[config.mk]
export PLATFORM = sky130hd
export DESIGN_NAME = uart_rx_os
export DESIGN_NICKNAME = d
export VERILOG_FILES = /design/src/rtl/uart_pkg.sv /design/src/rtl/uart_baud_tick.sv /design/src/rtl/uart_rx_os.sv
export SDC_FILE = /design/constraint.sdc
export NUM_CORES = 1
export LEC_CHECK = 0
export BUFFER_PORTS_ARGS = -buffer_cell sky130_fd_sc_hd__buf_4
export CORE_MARGIN = 3
export CORE_UTILIZATION = 59
export DETAILED_ROUTE_END_ITERATION = 16
export PLACE_DENSITY_LB_ADDON = 0.05
export SYNTH_ARGS = -nofsm -noshare
export SYNTH_HDL_FRONTEND = slang
export SYNTH_HIERARCHICAL = 1
export SYNTH_SLANG_ARGS = --single-unit
[constraint.sdc]
create_clock -name clk -period 3.9 [get_ports clk]
set_input_delay 0.39 -clock clk [delete_from_list [all_inputs] [get_ports clk]]
set_output_delay 0.39 -clock clk [all_outputs]
set_load 0.05 [all_outputs]
[src/rtl/uart_pkg.sv]
// Shared definitions for the oversampling UART receiver: FSM state encoding,
// oversample constants and the 2-of-3 majority voter.
package uart_pkg;

   localparam int OS_RATE = 16;

   localparam logic [3:0] SAMPLE_LO  = 4'd7;
   localparam logic [3:0] SAMPLE_MID = 4'd8;
   localparam logic [3:0] SAMPLE_HI  = 4'd9;

   typedef enum logic [2:0] {
      ST_IDLE  = 3'd0,
      ST_START = 3'd1,
      ST_DATA  = 3'd2,
      ST_STOP  = 3'd3,
      ST_BREAK = 3'd4
   } state_t;

   function automatic logic maj3(input logic a, input logic b, input logic c);
      return (a & b) | (a & c) | (b & c);
   endfunction

endpackage

[src/rtl/uart_baud_tick.sv]
// Oversample tick generator: one-cycle pulse every DIV clocks. A synchronous
// clear restarts the period so the first tick lands DIV clocks after the clear.
module uart_baud_tick #(
   parameter int DIV = 10
) (
   input  logic clk,
   input  logic rst,
   input  logic clr_i,
   output logic tick_o
);

   localparam int            CW     = (DIV > 1) ? $clog2(DIV) : 1;
   localparam logic [CW-1:0] RELOAD = CW'(DIV - 1);

   logic [CW-1:0] cnt_q;
   logic [CW-1:0] cnt_d;

   // Down-counter: reload on clear or terminal count, otherwise decrement.
   always_comb begin
      cnt_d = cnt_q;
      if (clr_i || (cnt_q == '0)) begin
         cnt_d = RELOAD;
      end else begin
         cnt_d = cnt_q - 1'b1;
      end
   end

   // Counter register.
   always_ff @(posedge clk or posedge rst) begin
      if (rst) begin
         cnt_q <= '0;
      end else begin
         cnt_q <= cnt_d;
      end
   end

   assign tick_o = (cnt_q == '0) && !clr_i;

endmodule

[src/rtl/uart_rx_os.sv]
// 16x oversampling UART receiver (8N1) with valid/ready output and
// frame-error / overrun pulses.
//
//   state    | meaning
//   ---------+-----------------------------------------------------------
//   ST_IDLE  | line idle, waiting for synchronized rx to go low
//   ST_START | validating start bit; a high majority rejects it as a glitch
//   ST_DATA  | shifting in 8 data bits, LSB first
//   ST_STOP  | sampling stop bit; high delivers the byte, low is a frame error
//   ST_BREAK | line stuck low after a frame error, waiting for rx to rise
module uart_rx_os
   import uart_pkg::*;
#(
   parameter int CLK_RATE  = 100000000,
   parameter int BAUD_RATE = 9600
) (
   input  logic       clk,
   input  logic       rst,
   input  logic       rx,
   output logic [7:0] rx_data,
   output logic       rx_valid,
   input  logic       rx_ready,
   output logic       frame_err,
   output logic       overrun
);

   // Must be at least 1 for the chosen clock / baud pair.
   localparam int DIV = CLK_RATE / (BAUD_RATE * OS_RATE);

   state_t     state_q, state_d;
   logic       rx_meta_q, rx_sync_q;
   logic [3:0] os_cnt_q, os_cnt_d;
   logic [1:0] smp_q, smp_d;
   logic [2:0] bit_cnt_q, bit_cnt_d;
   logic [7:0] shift_q, shift_d;
   logic [7:0] rx_data_q, rx_data_d;
   logic       rx_valid_q, rx_valid_d;
   logic       frame_err_q, frame_err_d;
   logic       overrun_q, overrun_d;

   logic       tick;
   logic       samp_tick, wrap_tick, bit_maj;
   logic       div_clr, bit_clr, bit_inc, shift_en, deliver, stop_bad;

   uart_baud_tick #(.DIV(DIV)) u_baud (
      .clk    (clk),
      .rst    (rst),
      .clr_i  (div_clr),
      .tick_o (tick)
   );

   // Two-flop synchronizer on the asynchronous serial line, idle high.
   always_ff @(posedge clk or posedge rst) begin
      if (rst) begin
         rx_meta_q <= 1'b1;
         rx_sync_q <= 1'b1;
      end else begin
         rx_meta_q <= rx;
         rx_sync_q <= rx_meta_q;
      end
   end

   // The third vote is the live sample taken on the os_cnt=9 tick itself.
   assign samp_tick = tick && (os_cnt_q == SAMPLE_HI);
   assign wrap_tick = tick && (os_cnt_q == 4'(OS_RATE - 1));
   assign bit_maj   = maj3(smp_q[0], smp_q[1], rx_sync_q);

   // FSM state register.
   always_ff @(posedge clk or posedge rst) begin
      if (rst) begin
         state_q <= ST_IDLE;
      end else begin
         state_q <= state_d;
      end
   end

   // FSM next-state logic.
   always_comb begin
      state_d = state_q;
      unique case (state_q)
         ST_IDLE: begin
            if (!rx_sync_q) state_d = ST_START;
         end
         ST_START: begin
            if (samp_tick && bit_maj) begin
               state_d = ST_IDLE;
            end else if (wrap_tick) begin
               state_d = ST_DATA;
            end
         end
         ST_DATA: begin
            if (wrap_tick && (bit_cnt_q == 3'd7)) state_d = ST_STOP;
         end
         ST_STOP: begin
            if (samp_tick) state_d = bit_maj ? ST_IDLE : ST_BREAK;
         end
         ST_BREAK: begin
            if (rx_sync_q) state_d = ST_IDLE;
         end
         default: state_d = ST_IDLE;
      endcase
   end

   // FSM outputs: datapath strobes decoded from the current state.
   always_comb begin
      div_clr  = 1'b0;
      bit_clr  = 1'b0;
      bit_inc  = 1'b0;
      shift_en = 1'b0;
      deliver  = 1'b0;
      stop_bad = 1'b0;
      case (state_q)
         ST_IDLE:  div_clr = !rx_sync_q;
         ST_START: bit_clr = 1'b1;
         ST_DATA: begin
            shift_en = samp_tick;
            bit_inc  = wrap_tick;
         end
         ST_STOP: begin
            deliver  = samp_tick && bit_maj;
            stop_bad = samp_tick && !bit_maj;
         end
         default: ;
      endcase
   end

   // Datapath next-state: oversample counter, vote samples, shifter, output handshake.
   always_comb begin
      os_cnt_d    = os_cnt_q;
      smp_d       = smp_q;
      bit_cnt_d   = bit_cnt_q;
      shift_d     = shift_q;
      rx_data_d   = rx_data_q;
      rx_valid_d  = rx_valid_q;
      overrun_d   = 1'b0;
      frame_err_d = stop_bad;

      if (div_clr) begin
         os_cnt_d = 4'd0;
      end else if (tick) begin
         os_cnt_d = os_cnt_q + 4'd1;
      end

      if (tick && (os_cnt_q == SAMPLE_LO))  smp_d[0] = rx_sync_q;
      if (tick && (os_cnt_q == SAMPLE_MID)) smp_d[1] = rx_sync_q;

      if (bit_clr) begin
         bit_cnt_d = 3'd0;
      end else if (bit_inc) begin
         bit_cnt_d = bit_cnt_q + 3'd1;
      end

      if (shift_en) shift_d = {bit_maj, shift_q[7:1]};

      if (rx_valid_q && rx_ready) rx_valid_d = 1'b0;

      // A pending unaccepted byte wins; a same-cycle handshake frees the slot.
      if (deliver) begin
         if (rx_valid_q && !rx_ready) begin
            overrun_d = 1'b1;
         end else begin
            rx_data_d  = shift_q;
            rx_valid_d = 1'b1;
         end
      end
   end

   // Datapath registers.
   always_ff @(posedge clk or posedge rst) begin
      if (rst) begin
         os_cnt_q    <= 4'd0;
         smp_q       <= 2'b11;
         bit_cnt_q   <= 3'd0;
         shift_q     <= 8'h00;
         rx_data_q   <= 8'h00;
         rx_valid_q  <= 1'b0;
         frame_err_q <= 1'b0;
         overrun_q   <= 1'b0;
      end else begin
         os_cnt_q    <= os_cnt_d;
         smp_q       <= smp_d;
         bit_cnt_q   <= bit_cnt_d;
         shift_q     <= shift_d;
         rx_data_q   <= rx_data_d;
         rx_valid_q  <= rx_valid_d;
         frame_err_q <= frame_err_d;
         overrun_q   <= overrun_d;
      end
   end

   assign rx_data   = rx_data_q;
   assign rx_valid  = rx_valid_q;
   assign frame_err = frame_err_q;
   assign overrun   = overrun_q;

endmodule

==> out/metrics.cfg, run 1 <==
[run_status]
outcome=finished, final reports clean

[critical_path]
reg2reg_depth=9
path_cells=inv_1 > ha_1 > nor3b_1 > nand3_1 > nor2_1 > and4b_1 > o32ai_1 > a311oi_2 > mux2_4
crit_cells=9
critical_path_class=flip-flop to flip-flop
critPathArrivalTime_ns=3.55
worstPathBufferInverterCount=1
crit_path_top_delay_cell=nor3b_1
cp_top_family=simple AND/OR/NAND/NOR gates
crit_required_ns=4.14
reg2reg_from=u_baud/cnt_q[0]$_DFF_PP0_
cpPeakStageDelay_ns=0.57
cp_max_fo=8
startpoint=u_baud/cnt_q[0]$_DFF_PP0_
end_kind=flip-flop
cp-start-kind=flip-flop

[floorplan]
initial_core_util=0.652
fp-row-count=20
die_x_microns=65.5
io_pins=15
die_area_sq_um=4290
die_y_microns=65.5
core_sq_um=3200

[synth]
avgSynthCellArea_sq_um=12.2
yosysWarnings=6
synthAdderAreaFrac=0.0413
syn-cell-area_sq_um=2090
synth_compound_area_frac=0.0701
synthCells=171
ys_ff_latch=43
synth_edf_count=0
yosys.area_share.simple=0.174
seq_area_frac_synth=0.518
synth_fp_nets=181
synthMuxAreaShare=0.133
synth_top_family_by_area=simple AND/OR/NAND/NOR gates
yosysUniqueCellTypes=50
synth_xor_area_frac=0.0294
async_flop_share=1.00
synth_flop_cell=dfrtp_1

[placement]
place_inst=225
dp_hpwl_microns=2440
port_buffers=14
gp_congestion=0.804

[sta]
worst_slew_pin_slew_ns=0.656
min_period_ns=3.31
finalMaxSlewViolations=0
rsz0062_at_grt=false
post-route-period-util=0.849
skew_ns=0.00846
slew_headroom=0.562
tns_ns=0
clock.fmax_mhz=302
hold_viol=0
setup_viol=0

[grt]
grt_pass1_vias=1297
antenna_found_initial=0
grt_max_degree=34
grt_usage=0.177
grt_pass1_wl_microns=5820
grt_overflow=0

[cts]
cts_resized=0
hold_buffers=0
clk_pin_slew_ns=0.12
postCtsSetupRepairBufs=0
worstSkewPairLatency_ns=0.35
cts.path.max_buffers=2
numCtsBuffers=5
htreeDepth=2
cts.sinks=43
cts_tree=yes
clock-root-buffer=clkbuf_4

[finish]
num_antenna_cells=0
layout-drive-gt1-share=0.307
finalNetCount=198
layout_commonest_cell=dfrtp_1
layout_common_cells=dfrtp_1 (39), nor2_1 (20), buf_4 (16)
fin_cells=233
areaGrowthSynthToFinish_pct=8.57

[drt]
wl_per_cell_microns=14.4
avgViaCountPerCell=5.64
route.detailed.drc=0
vias=1315
drt_iter0_markers=55
ant_nets=0
firstDrtPassIters=4
wl_microns=3360

[power_and_ir_drop]
p_leak_uw=0.00111
p_per_area_nw_per_um2=295
ir_drop_uv=220

[run]
drv_cap=0

[worst_hold_path]
min_path_type=primary input to asynchronous set/reset pin

==> area by class of cell <==
cell class	instances	area, sq um
clock inverter	2	12.5
multi-input combinational	116	935
tap	44	55.1
clock buffer	6	41.3
sequential	43	1080
fill	242	936
timing repair buffer	16	120
inverter	6	22.5
==> path summary, 6_finish.rpt <==
kind | end | slack, ns
min | u_baud/cnt_q[7]$_DFF_PP0_ | 0.001
min in group clk | rx_meta_q$_DFF_PP1_ | 0.14
max reg2reg | state_q[0]$_DFFE_PP0P_ | 0.59
max | state_q[0]$_DFFE_PP0P_ | 0.59
max in group asynchronous | rx_sync_q$_DFF_PP1_ | 3.46
min reg2reg | rx_sync_q$_DFF_PP1_ | 0.37
==> per-stage QoR <==
step	instance area [sq um]	setup WS (ns)	util	power, uW	hold slack (ns)
2_1_floorplan	2090	1.16	-	464	0.230
3_3_place_gp	2210	0.913	0.691	470	0.350
3_5_place_dp	2210	0.711	0.691	470	0.350
4_1_cts	2270	0.608	0.708	678	0.00398
5_1_grt	2270	0.338	0.708	699	0.0119
6_report	2270	0.589	0.708	668	0.00121
==> Yosys cell counts (2+ instances only) <==
master    number  area share
buf_4          3       0.011
nand4_1        2      0.0060
o21ai_0        3      0.0072
dfrtp_1       39        0.47
nor3_1         3      0.0072
dfstp_2        4       0.050
o31ai_1        3       0.011
a21oi_1        4      0.0096
or3b_4         2       0.011
inv_1          6       0.011
a31oi_1        2      0.0060
buf_6          2       0.011
nand3_1        4      0.0096
mux2_4         9       0.065
mux2i_1        3       0.014
or3_1          3      0.0090
nand2b_1       3      0.0090
o22a_1         2      0.0084
xnor2_1        5       0.021
nand2_1        4      0.0072
nor4_1         2      0.0060
xor2_1         2      0.0084
nor2_1        20       0.036
mux2_2        10       0.054
ha_1           6       0.036
==> layer usage <==
layer / wire length [microns] / track usage
met1: 1600 / 0.233
met2: 1600 / 0.283
met3: 125 / 0.0427
met4: 36 / 0.0699
met5: 0 / 0
==> registers in the layout, summed over array words and instances, names as in the netlist, 2 cells and up <==
register      flops
u_baud/cnt_q     10
rx_data           8
state_q           3
shift_q           8
os_cnt_q          4
smp_q             2
bit_cnt_q         3
==> power breakdown <==
part	switching, uW	internal [uW]
clock	138	69.7
combinational	8.55	3.33
sequential	1.33	448
total	148	521
==> kinds of logic (layout without fill, tap and decap cells) <==
group / count (synthesis) / count (layout)
compound gates: 20 / 20
mux: 22 / 22
fa+ha+maj: 7 / 7
simple gates: 60 / 60
xor+xnor: 7 / 7
flops: 43 / 43
buf+inv: 12 / 30
(Power assumes the default switching activity.)
==> inputs of run 2 (changes only) <==
--- a/config.mk
+++ b/config.mk
@@ -7,7 +7,7 @@
 export LEC_CHECK = 0
 export BUFFER_PORTS_ARGS = -buffer_cell sky130_fd_sc_hd__buf_4
 export CORE_MARGIN = 3
-export CORE_UTILIZATION = 59
+export CORE_UTILIZATION = 53
 export DETAILED_ROUTE_END_ITERATION = 16
 export PLACE_DENSITY_LB_ADDON = 0.05
 export SYNTH_ARGS = -nofsm -noshare
==> constraint.sdc (replaced) <==
create_clock -name clk -period 2.74 [get_ports clk]
set_input_delay 0.274 -clock clk [delete_from_list [all_inputs] [get_ports clk]]
set_output_delay 0.274 -clock clk [all_outputs]
set_load 0.05 [all_outputs]
==> run 2 against run 1 <==
Against the previous run: sequential share of layout area fell by 2.4 points; sequential power rose by 42%; non-clock buffer count up 4; final cell count up 3.4%; die area grew 10%; critical path depth unchanged; clock skew is 0.0025 ns lower; largest cell class unchanged; highest routed layer unchanged.
==> out/metrics.cfg, run 2 (same netlist as run 1, synthesis figures left out) <==
[critical_path]
worstPathBufferInverterCount=1  ; unchanged
crit_path_top_delay_cell=dfrtp_1
path_cells=inv_1 > ha_1 > nor3b_1 > nand3_1 > nor2_1 > and4b_2 > o32ai_1 > a311oi_2 > mux2_4
critical_path_class=flip-flop to flip-flop
critPathArrivalTime_ns=2.63  ; -0.92 ns
cp_top_family=simple AND/OR/NAND/NOR gates
crit_required_ns=2.91  ; -1.23 ns
cp-start-kind=flip-flop
cp_max_fo=7  ; -1
cpPeakStageDelay_ns=0.43  ; -0.14 ns
end_kind=flip-flop

[finish]
fin_cells=241  ; +3.4%
regMostFlops=u_baud/cnt_q
fin_util=0.643  ; -0.0651
multi_input_area_sq_um=936  ; +0.13%
layout-drive-gt1-share=0.326  ; +0.0195
layout_commonest_cell=dfrtp_1
finalInstanceArea_sq_um=2390  ; +5.4%
largest_register_ffs=10  ; unchanged
fillers=288  ; +19%
num_antenna_cells=0  ; unchanged
register_area_sq_um=1080  ; unchanged
layout_common_cells=dfrtp_1 (39), nor2_1 (20), buf_4 (19)
areaGrowthSynthToFinish_pct=14.4
finalNetCount=202  ; +2.0%

[sta]
clock.fmax_mhz=407  ; +35%
finalMaxSlewViolations=0  ; unchanged
tns_ns=0  ; unchanged
hold_slack_ns=0.0902  ; +0.0890 ns
rsz0062_at_grt=false
min_period_ns=2.46  ; -0.851 ns
skew_ns=0.00596  ; -0.00250 ns
setup_viol=0  ; unchanged
worst_slew_pin_slew_ns=0.474  ; -0.181 ns
post-route-period-util=0.898  ; +0.0488
slew_headroom=0.681  ; +0.119
hold_viol=0  ; unchanged

[drt]
ant_nets=0  ; unchanged
wl_microns=3360  ; about the same
avgViaCountPerCell=5.55  ; -1.6%
drt_iter0_markers=41  ; -25%
route.detailed.drc=0  ; unchanged
wl_per_cell_microns=13.9  ; -3.4%
firstDrtPassIters=4  ; unchanged
vias=1338  ; +1.7%

[grt]
grt_overflow=0  ; unchanged
grt_max_degree=34  ; unchanged
antenna_found_initial=0  ; unchanged
grt_pass1_vias=1322  ; +1.9%
grt_pass1_wl_microns=5890  ; +1.2%
grt_usage=0.170  ; -0.00726

[run]
drv_cap=0  ; unchanged

[placement]
gp_congestion=0.820  ; +1.9%
dp_hpwl_microns=2440  ; about the same
port_buffers=14  ; unchanged
place_inst=232  ; +3.1%
place_area_sq_um=2240  ; +1.2%

[cts]
numCtsBuffers=5  ; unchanged
cts.path.max_buffers=2  ; unchanged
cts.sinks=43  ; unchanged
cts_tree=yes
clk_pin_slew_ns=0.08  ; -0.04 ns
postCtsSetupRepairBufs=0  ; unchanged
clock-root-buffer=clkbuf_8
worstSkewPairLatency_ns=0.29  ; -0.06 ns
htreeDepth=2  ; unchanged

[floorplan]
core_sq_um=3720  ; +16%
io_pins=15  ; unchanged
die_x_microns=68.8  ; +5.0%
fp-row-count=22  ; +10%
initial_core_util=0.562  ; -0.0900
die_y_microns=68.8  ; +5.0%
die_area_sq_um=4730  ; +10%

[power_and_ir_drop]
ir_drop_uv=317  ; +44%
p_per_area_nw_per_um2=514  ; +74%
p_leak_uw=0.00117  ; +5.0%

[worst_hold_path]
min_path_type=primary input to flip-flop

[run_status]
outcome=finished, final reports clean

run 2: layout make-up:
cell class,count,share of cell area
inverter,6,0.00943
multi-input combinational,116,0.392
sequential,43,0.453
clock buffer,5,0.0288
timing repair buffer,20,0.0639
tap,48,0.0251
clock inverter,3,0.0283
run 2: power by group:
part           total, uW  switching (uW)  internal (uW)
Combinational       18.3            12.7           5.68
Clock                571             207            363
Sequential           639            1.84            637
run 2: final timing paths:
check | slack [ns] | endpoint | cells after the start | from
worst min register to register | 0.36 | rx_sync_q$_DFF_PP1_ | 0 | rx_meta_q$_DFF_PP1_
worst max register to register | 0.28 | state_q[0]$_DFFE_PP0P_ | 9 | u_baud/cnt_q[0]$_DFF_PP0_
worst min-delay path | 0.09 | rx_meta_q$_DFF_PP1_ | 1 | rx
worst max-delay path | 0.28 | state_q[0]$_DFFE_PP0P_ | 9 | u_baud/cnt_q[0]$_DFF_PP0_
max in group asynchronous | 1.78 | rx_meta_q$_DFF_PP1_ | 4 | rst
min in group asynchronous | 0.51 | u_baud/cnt_q[4]$_DFF_PP0_ | 3 | rst
run 2: worst reg2reg max path, delay by kind of cell, from the launching register on:
kind | cells | cell delay [ns]
and+or+nand+nor | 4 | 0.90
DFF | 1 | 0.43
AOI/OAI and AO/OA | 2 | 0.42
muxes | 1 | 0.33
adders and majority gates | 1 | 0.18
buffers and inverters | 1 | 0.08
run 2: stage by stage:
step                setup WS (ns)  total power (uW)
floorplan                 0.00199               661
global placement            0.306               669
detailed placement          0.188               669
CTS                         0.173              1250
global route               0.0659              1280
finish                      0.280              1230
run 2: what timing repair did:
action,CTS,global route
hold buffers,1,0
setup endpoints to repair,0,6
resized for setup,0,1
hold endpoints to repair,10,0
run 2: routing by layer:
metal	up-vias	wire, microns	GRT usage
met3	2	170	0.0470
li1	653	-	-
met4	0	18	0.0754
met2	27	1620	0.267
met1	656	1550	0.219
met5	-	0	0
==> inputs of run 3 (changes only) <==
--- a/config.mk
+++ b/config.mk
@@ -7,7 +7,8 @@
 export LEC_CHECK = 0
 export BUFFER_PORTS_ARGS = -buffer_cell sky130_fd_sc_hd__buf_4
 export CORE_MARGIN = 3
-export CORE_UTILIZATION = 53
+export CORE_UTILIZATION = 56
+export CTS_BUF_LIST = sky130_fd_sc_hd__clkbuf_8
 export DETAILED_ROUTE_END_ITERATION = 16
 export PLACE_DENSITY_LB_ADDON = 0.05
 export SYNTH_ARGS = -nofsm -noshare
==> constraint.sdc (replaced) <==
create_clock -name clk -period 2.25 [get_ports clk]
set_input_delay 0.225 -clock clk [delete_from_list [all_inputs] [get_ports clk]]
set_output_delay 0.225 -clock clk [all_outputs]
set_load 0.05 [all_outputs]
==> run 3 against run 2 <==
Against the previous run: critical path depth unchanged; first-iteration DRC count increased by 150%; maximum frequency increased by 11%; power increased by 2.1%; global-route usage increased by 2.5 points; via count increased by 4.6%; hold slack got worse by 0.056 ns; clock skew decreased by 0.00088 ns; cell area increased by 6.0%; critical path type unchanged.
==> out/metrics.cfg, run 3 (same netlist as run 1, synthesis figures left out) <==
[power_and_ir_drop]
p_per_area_nw_per_um2=495  ; -3.7%
p_leak_uw=0.00126  ; +8.2%
ir_drop_uv=439  ; +38%
power.total_uw=1250  ; +2.1%

[critical_path]
critical_path_class=flip-flop to flip-flop
cp-start-kind=flip-flop
reg2reg_to=state_q[0]$_DFFE_PP0P_
r2r_setup_slack_ns=0.04  ; -0.24 ns
reg2reg_depth=9  ; unchanged
end_kind=flip-flop
cp_max_fo=4  ; -3
reg2reg_from=u_baud/cnt_q[0]$_DFF_PP0_
crit_required_ns=2.43  ; -0.48 ns
critPathArrivalTime_ns=2.39  ; -0.24 ns

[cts]
worstSkewPairLatency_ns=0.29  ; about the same
cts.sinks=43  ; unchanged
numCtsBuffers=5  ; unchanged
clock-root-buffer=clkbuf_8
cts_tree=yes
htreeDepth=2  ; unchanged
cts.path.max_buffers=2  ; unchanged
clk_pin_slew_ns=0.07  ; about the same

[worst_hold_path]
min_from=rx
hold_end=rx_meta_q$_DFF_PP1_
min_path_type=primary input to flip-flop
hold_depth=1  ; unchanged

[floorplan]
die_area_sq_um=4500  ; -4.9%
die_y_microns=67.1  ; -2.5%
core_sq_um=3470  ; -6.7%
io_pins=15  ; unchanged
fp-row-count=21  ; -4.5%
initial_core_util=0.602  ; +0.0401
die_x_microns=67.1  ; -2.5%

[sta]
clock.fmax_mhz=452  ; +11%
hold_viol=0  ; unchanged
slew_headroom=0.731  ; +0.0505
finalMaxSlewViolations=0  ; unchanged
setup_viol=0  ; unchanged
min_period_ns=2.21  ; -0.249 ns
finalWorstSetupSlack_ns=0.0397  ; -0.241 ns
post-route-period-util=0.982  ; +0.0847
worst_slew_pin_slew_ns=0.399  ; -0.0751 ns
skew_ns=0.00508  ; -0.000876 ns
rsz0062_at_grt=true

[placement]
port_buffers=14  ; unchanged
pre_cts_slack_ns=-0.159  ; -0.348 ns
dp_hpwl_microns=2660  ; +9.2%
gp_congestion=0.828  ; +0.99%
place_inst=240  ; +3.4%

[finish]
layout_common_cells=dfrtp_1 (39), buf_4 (36), nor2_1 (19)
regMostFlops=u_baud/cnt_q
largest_register_ffs=10  ; unchanged
finalNetCount=219  ; +8.4%
layout_commonest_cell=dfrtp_1
multi_input_area_sq_um=1010  ; +7.8%
fillers=252  ; -13%
num_antenna_cells=0  ; unchanged
areaGrowthSynthToFinish_pct=21.2
register_area_sq_um=1080  ; unchanged
layout-drive-gt1-share=0.414  ; +0.0879
fin_cells=256  ; +6.2%

[run]
drv_cap=0  ; unchanged

[drt]
wl_per_cell_microns=14.5  ; +3.9%
drt_iter0_markers=102  ; +150%
vias=1400  ; +4.6%
firstDrtPassIters=4  ; unchanged
avgViaCountPerCell=5.47  ; -1.5%
wl_microns=3710  ; +10%
ant_nets=0  ; unchanged
route.detailed.drc=0  ; unchanged

[run_status]
outcome=finished, final reports clean

[grt]
grt_max_degree=34  ; unchanged
grt_overflow=0  ; unchanged
antenna_found_initial=0  ; unchanged
grt_pass1_wl_microns=6560  ; +11%
grt_usage=0.195  ; +0.0254
grt_pass1_vias=1449  ; +9.6%

[run 3: cell count changes in the layout (fill, tap and decap cells not counted), sizes merged]
cell / delta
buf: +17
bufinv: -2
clkinv: +1
clkinvlp: -1
inv: +2
[run 3: how the worst max path moves through the flow]
stage / from / to / slack (ns) / cells after the start
CTS: u_baud/cnt_q[0]$_DFF_PP0_ / state_q[0]$_DFFE_PP0P_ / -0.02 / 9
detailed placement: u_baud/cnt_q[0]$_DFF_PP0_ / rx_data[3]$_DFFE_PP0P_ / -0.16 / 9
finish: u_baud/cnt_q[0]$_DFF_PP0_ / state_q[0]$_DFFE_PP0P_ / 0.04 / 9
global route: u_baud/cnt_q[1]$_DFF_PP0_ / state_q[0]$_DFFE_PP0P_ / -0.05 / 9
floorplan: u_baud/cnt_q[0]$_DFF_PP0_ / state_q[0]$_DFFE_PP0P_ / -0.07 / 11
global placement: u_baud/cnt_q[0]$_DFF_PP0_ / rx_data[2]$_DFFE_PP0P_ / -0.03 / 9
[run 3: final cells by class]
cell class | instances | share of cell area
clock buffer | 5 | 0.0272
clock inverter | 3 | 0.00494
inverter | 6 | 0.00890
multi-input combinational | 116 | 0.398
sequential | 43 | 0.427
tap | 46 | 0.0227
timing repair buffer | 37 | 0.111
[run 3: timing repair]
| action | CTS | global route |
|---|---|---|
| buffers inserted | 3 | 4 |
| gates resized for setup | 10 | 0 |
| endpoints found under the hold margin | 10 | 0 |
| pin swaps | 4 | 3 |
| endpoints found under the setup margin | 17 | 10 |
| hold buffers | 1 | 0 |
[run 3: layer usage]
metal / GRT usage / share of wire
met1: 0.237 / 0.44
met5: 0 / 0
met4: 0.0582 / 0.010
met2: 0.329 / 0.51
met3: 0.0624 / 0.038
[run 3: power by group]
part / leakage (uW) / switching [uW] / total [uW] / internal (uW)
clock: 0.0000505 / 243 / 452 / 209
sequential: 0.000557 / 2.61 / 778 / 776
combinational: 0.000655 / 15.5 / 22.5 / 6.96
[run 3: critical path, cell delays in order, from the launching register on]
cell      delay, ns
dfrtp_1        0.40
inv_2          0.07
ha_4           0.14
nor3b_4        0.20
nand3_2        0.11
nor2_4         0.12
and4b_2        0.32
o32ai_2        0.11
a311oi_2       0.30
mux2_4         0.33
[run 3: per-stage QoR]
stage               TNS [ns]  hold slack [ns]  cell area [sq um]  utilization
floorplan            -0.0703           0.0652               2120            -
global placement      -0.220            0.226               2340        0.675
detailed placement     -1.34            0.234               2340        0.675
CTS                  -0.0220           0.0246               2500        0.721
global route         -0.0516           0.0209               2530        0.730
finish                     0           0.0338               2530        0.730
